File: src/rtl/stage_link.sv
// stage_link: DEPTH-entry valid/ready buffer between two pipeline stages, optional one-in-flight gating.
// Latency: a payload pushed into an empty link is on out_bus with out_valid=1 in the cycle after the push edge.
// Backpressure: in_ready = not full, no flush, and (MULTICYCLE=0 or no token in flight); it never depends on out_ready or in_valid.
//
// Ports:
//   clk, rst          rising-edge clock; asynchronous active-low reset
//   in_bus/in_valid   upstream payload offer; in_ready accepts it
//   out_bus/out_valid oldest buffered payload; out_ready consumes it
//   flush             synchronous discard of every entry and of the in-flight token
//   done              completion pulse from the final stage (MULTICYCLE=1 only)
//   count             number of buffered entries
// DEPTH must be 1, 2, 4 or 8 so that the pointers wrap cleanly.

module stage_link #(
  parameter int DATA_WIDTH = 32,
  parameter int DEPTH      = 2,
  parameter int MULTICYCLE = 0
) (
  input  logic                         clk,
  input  logic                         rst,
  input  logic [DATA_WIDTH-1:0]        in_bus,
  input  logic                         in_valid,
  output logic                         in_ready,
  output logic [DATA_WIDTH-1:0]        out_bus,
  output logic                         out_valid,
  input  logic                         out_ready,
  input  logic                         flush,
  input  logic                         done,
  output logic [$clog2(DEPTH+1)-1:0]   count
);

  localparam int CW = $clog2(DEPTH + 1);
  // A one-entry link still gets a 1-bit pointer; it simply never leaves 0.
  localparam int PW = (DEPTH > 1) ? $clog2(DEPTH) : 1;

  logic [DATA_WIDTH-1:0] mem_q [DEPTH];
  logic [PW-1:0]         wr_ptr_q, wr_ptr_d;
  logic [PW-1:0]         rd_ptr_q, rd_ptr_d;
  logic [CW-1:0]         count_q,  count_d;
  logic                  busy_q,   busy_d;
  logic                  push, pop;

  function automatic logic [PW-1:0] ptr_inc(input logic [PW-1:0] p);
    if (p == PW'(DEPTH - 1)) return '0;
    else                     return p + PW'(1);
  endfunction

  // rst is folded in so the link reports not-ready while it is held in reset.
  assign in_ready  = rst && (count_q < CW'(DEPTH)) && !flush &&
                     ((MULTICYCLE == 0) || !busy_q);
  assign out_valid = (count_q != '0);
  assign out_bus   = mem_q[rd_ptr_q];
  assign count     = count_q;

  assign push = in_valid  && in_ready;
  assign pop  = out_valid && out_ready;

  always_comb begin
    wr_ptr_d = wr_ptr_q;
    rd_ptr_d = rd_ptr_q;
    count_d  = count_q;
    if (flush) begin
      wr_ptr_d = '0;
      rd_ptr_d = '0;
      count_d  = '0;
    end else begin
      if (push) wr_ptr_d = ptr_inc(wr_ptr_q);
      if (pop)  rd_ptr_d = ptr_inc(rd_ptr_q);
      case ({push, pop})
        2'b10:   count_d = count_q + CW'(1);
        2'b01:   count_d = count_q - CW'(1);
        default: count_d = count_q;
      endcase
    end
  end

  // Push wins over done so a completion arriving with the next token keeps the
  // link occupied; done with nothing in flight is a no-op.
  always_comb begin
    busy_d = busy_q;
    if (flush)     busy_d = 1'b0;
    else if (push) busy_d = 1'b1;
    else if (done) busy_d = 1'b0;
    if (MULTICYCLE == 0) busy_d = 1'b0;
  end

  always_ff @(posedge clk or negedge rst) begin
    if (!rst) begin
      wr_ptr_q <= '0;
      rd_ptr_q <= '0;
      count_q  <= '0;
      busy_q   <= 1'b0;
    end else begin
      wr_ptr_q <= wr_ptr_d;
      rd_ptr_q <= rd_ptr_d;
      count_q  <= count_d;
      busy_q   <= busy_d;
    end
  end

  // Storage is cleared on reset so out_bus is never X, even while invalid.
  always_ff @(posedge clk or negedge rst) begin
    if (!rst) begin
      for (int i = 0; i < DEPTH; i++) mem_q[i] <= '0;
    end else if (push) begin
      mem_q[wr_ptr_q] <= in_bus;
    end
  end

endmodule

File: config.mk
export PLATFORM = sky130hd
export DESIGN_NAME = stage_link
export DESIGN_NICKNAME = d
export VERILOG_FILES = /design/src/rtl/stage_link.sv
export SDC_FILE = /design/constraint.sdc
export NUM_CORES = 1
export LEC_CHECK = 0
export ABC_AREA = 1
export CAP_MARGIN = 10
export CORE_MARGIN = 2
export CORE_UTILIZATION = 51
export CTS_BUF_LIST = sky130_fd_sc_hd__clkbuf_8
export CTS_CLUSTER_SIZE = 20
export DETAILED_ROUTE_END_ITERATION = 10
export GPL_TIMING_DRIVEN = 0
export PLACE_DENSITY = 0.78
export RECOVER_POWER = 25
export SLEW_MARGIN = 20
export SYNTH_ARGS = -nofsm -noshare
export SYNTH_HDL_FRONTEND = slang
export SYNTH_SLANG_ARGS = --single-unit
export TNS_END_PERCENT = 100
File: constraint.sdc
create_clock -name clk -period 1.6 [get_ports clk]
set_input_delay 0.32 -clock clk [delete_from_list [all_inputs] [get_ports clk]]
set_output_delay 0.32 -clock clk [all_outputs]
set_load 0.01 [all_outputs]
==> summary.log <==
[cells_and_area] most common cell after layout, fill and taps aside nand2_1
[grt] met3 Resource Use GR 3.44%
[floorplan] horizontal die dimension 81.4 um
[worst_setup_path] Critical Path Start Type flip-flop
[timing] Slew Viols, Final 0
[grt] GRT busiest layer met2
[yosys] number of warnings reported in the yosys synthesis log 0
[status] violated checks negative setup slack
[placed_design] final weighted congestion of routability-driven global placement 0.759
[cells_and_area] area of all placed cells without fillers 4080 um^2
[grt] fraction of met1 tracks used by global routing 34.0%
[clock_network] clock root buffer clkbuf_8
[run] max-cap viol count 0
[floorplan] Die Outline Area 6620 um^2
[grt] wire length of the first global-routing pass 12600 um
[drt] final routed wirelength across all metal layers 8010 um
[clock_network] Worst-path clk slew 0.07 ns
[clock_network] TritonCTS buffer count 9
[drt] iteration count of the initial detailed-routing pass 4
[floorplan] core box area 5850 um^2
[status] result of the run finished, violations left
[clock_network] H-tree levels 3
[clock_network] insertion delay to the later sink of the worst-skew pair 0.34 ns
[yosys] total nets after synthesis 413
[grt] number of global-route vias before repair 2766
[placed_design] buffers added on ports 72
[worst_setup_path] data arrival time of the critical path 1.35 ns
[clock_network] CTS tree done
[drt] DR DRC count 0
[timing] final period demand of the worst path 1.67 ns
[cells_and_area] share of final-layout standard cells stronger than drive strength 1 20.7%
[cells_and_area] most used cells in the layout excluding fill and tap cells 130 x nand2_1, 68 x dfrtp_1, 59 x o21ai_0
[timing] Max transition margin 40.4%
[yosys] number of distinct library cells after synthesis 17
[drt] detailed router's first-iteration violation count 196
[grt] global routing usage on met2 41.4%
[timing] post-route clock period utilization 104%
[timing] total of endpoints with negative setup slack in the final report 32
[grt] pin count of the biggest net entering global routing 39
[cells_and_area] post-layout utilization of the core 69.8%
[cells_and_area] Layout Nets 506
[pwr] Pwr per Cell Area 1170 nW/um^2
[worst_setup_path] Worst Setup End Kind output port
[yosys] post-synthesis sequential area ratio 55.8%
[cells_and_area] antenna diode count 0
[yosys] combined area of all synthesized cells 3050 um^2
[cells_and_area] number of fillers in the final layout 471
[drt] mean routed wirelength per cell 14.6 um
[placed_design] area of placed instances 3880 um^2
[clock_network] Max clock buf depth 2
[placed_design] total half-perimeter wirelength after legalization and detailed placement 5190 um
[timing] RSZ-0062 raised after global routing yes
[pwr] Pleak 2.02 nW
[worst_hold_path] Hold WC Path Type flip-flop to flip-flop
[drt] antenna violation net count after detailed routing 0
[timing] upper clock frequency limit 0.599 GHz
[timing] post-route worst setup slack -0.0700 ns
[cells_and_area] number of standard cells in the layout, taps in and fillers out 548
[grt] All-Layer GR Usage 25.3%
[floorplan] starting density of the core 52.2%
[timing] Worst Tran Pin Value 0.895 ns
[yosys] FF+latch count, synth 68
[placed_design] Placed Instances 523
[grt] initial antenna violation count 0
[worst_setup_path] critical-path maximum fanout 10
[drt] via count of the routed design 2825
[yosys] cells after synthesis 375
[floorplan] die outline height 81.4 um
[yosys] mean instance size in the synthesized netlist 8.14 um^2
[timing] Layout Skew 0.00955 ns
[worst_setup_path] type of the worst setup path flip-flop to output port
[worst_setup_path] Req. time, crit path 1.28 ns
[drt] detail-routed via count per cell 5.16
[timing] number of hold-slack violations in the final timing report 0
[floorplan] number of top-level design ports 74
[floorplan] total number of placement rows 28
[clock_network] clock sink count 68
[grt] overall overflow remaining after global route 0
[cells_and_area] relative area change from synthesis to final layout 33.8%
[pwr] Worst VDD drop 610 uV
[power by group]
| part | total (W) | internal (W) | leakage [nW] | switching [W] |
|---|---|---|---|---|
| combinational | 0.00129 | 0.000557 | 1.07 | 0.000730 |
| clock | 0.00123 | 0.000588 | 0.0930 | 0.000641 |
| sequential | 0.00227 | 0.00211 | 0.856 | 0.000161 |
| total | 0.00478 | 0.00325 | 2.02 | 0.00153 |
[state kept, by name (all words and copies together), names as in the netlist]
signal / cells
wr_ptr_q: 1
mem_q: 64
rd_ptr_q: 1
count: 2
[per-layer routing]
metal  share of wire, %  vias to the layer above
met4                1.4                        0
met1                 43                     1357
met2                 51                       80
li1                   -                     1377
met5                  0                        -
met3                5.5                       11
[path summary, 6_finish.rpt]
check	startpoint	end	slack (ns)	cells past startpoint
worst max-delay path	rd_ptr_q	out_bus[26]	-0.07	5
worst min-delay path	mem_q[16]	mem_q[16]	0.50	2
worst max register to register	wr_ptr_q	mem_q[1]	0.21	4
worst min register to register	mem_q[16]	mem_q[16]	0.50	2
max in group asynchronous	rst	rd_ptr_q	0.13	3
min in group asynchronous	rst	mem_q[24]	0.89	3
[cell usage after synthesis]
library cell | count | share of area [%]
nor2_1 | 5 | 0.62
inv_2 | 1 | 0.12
nor2_8 | 1 | 0.66
buf_2 | 3 | 0.49
nor2_4 | 1 | 0.37
nand4_2 | 1 | 0.41
buf_4 | 6 | 1.5
nand2_1 | 135 | 17
inv_1 | 36 | 4.4
nand4_1 | 1 | 0.21
clkbuf_1 | 13 | 1.6
o21ai_0 | 89 | 15
o21ai_1 | 10 | 1.6
nand3_1 | 3 | 0.49
buf_6 | 1 | 0.37
dfrtp_1 | 68 | 56
a21oi_1 | 1 | 0.16
[stage by stage]
stage                     total power (W)  TNS, ns  worst slack [ns]  hold slack, ns
after detailed placement          0.00362   -34.04            -0.650           0.323
final                             0.00478    -1.07           -0.0700           0.497
after CTS                         0.00472    -2.56            -0.110         -0.0448
after global routing              0.00507    -3.05            -0.114           0.536
after global placement            0.00356  -344.62             -2.73           0.479
after floorplan                   0.00289        0             0.229          0.0244
[worst max-delay path, stage by stage (launching register included)]
cell,delay [ns]
dfrtp_1,0.40
buf_8,0.15
buf_8,0.13
nand2_1,0.07
o21ai_1,0.10
buf_2,0.15
[timing repair]
| action | 4_1_cts | 5_1_grt |
|---|---|---|
| resized for setup | 170 | 48 |
| endpoints found under the hold margin | 35 | 35 |
| endpoints found under the setup margin | 36 | 73 |
| gates cloned | 1 | 0 |
| buffers inserted | 6 | 1 |
| pin swaps | 3 | 4 |
[cell type report]
| type | instances | area (um^2) | share of cell area (%) |
|---|---|---|---|
| multi-input combinational | 247 | 1150 | 28.2 |
| sequential | 68 | 1700 | 41.7 |
| timing repair buffer | 82 | 626 | 15.3 |
| clock buffer | 10 | 138 | 3.37 |
| buffer | 23 | 203 | 4.96 |
| tap | 75 | 93.8 | 2.30 |
| inverter | 37 | 139 | 3.40 |
| clock inverter | 6 | 31.3 | 0.766 |
[cell families (layout without fill, tap and decap cells)]
logic type	count (synthesis)	count (layout)	synth area share [%]
DFF	68	68	55.8
and+or+nand+nor	147	147	19.4
buffers and inverters	60	158	8.49
AOI/OAI and AO/OA	100	100	16.4
Power figures use the tool's default switching activity.
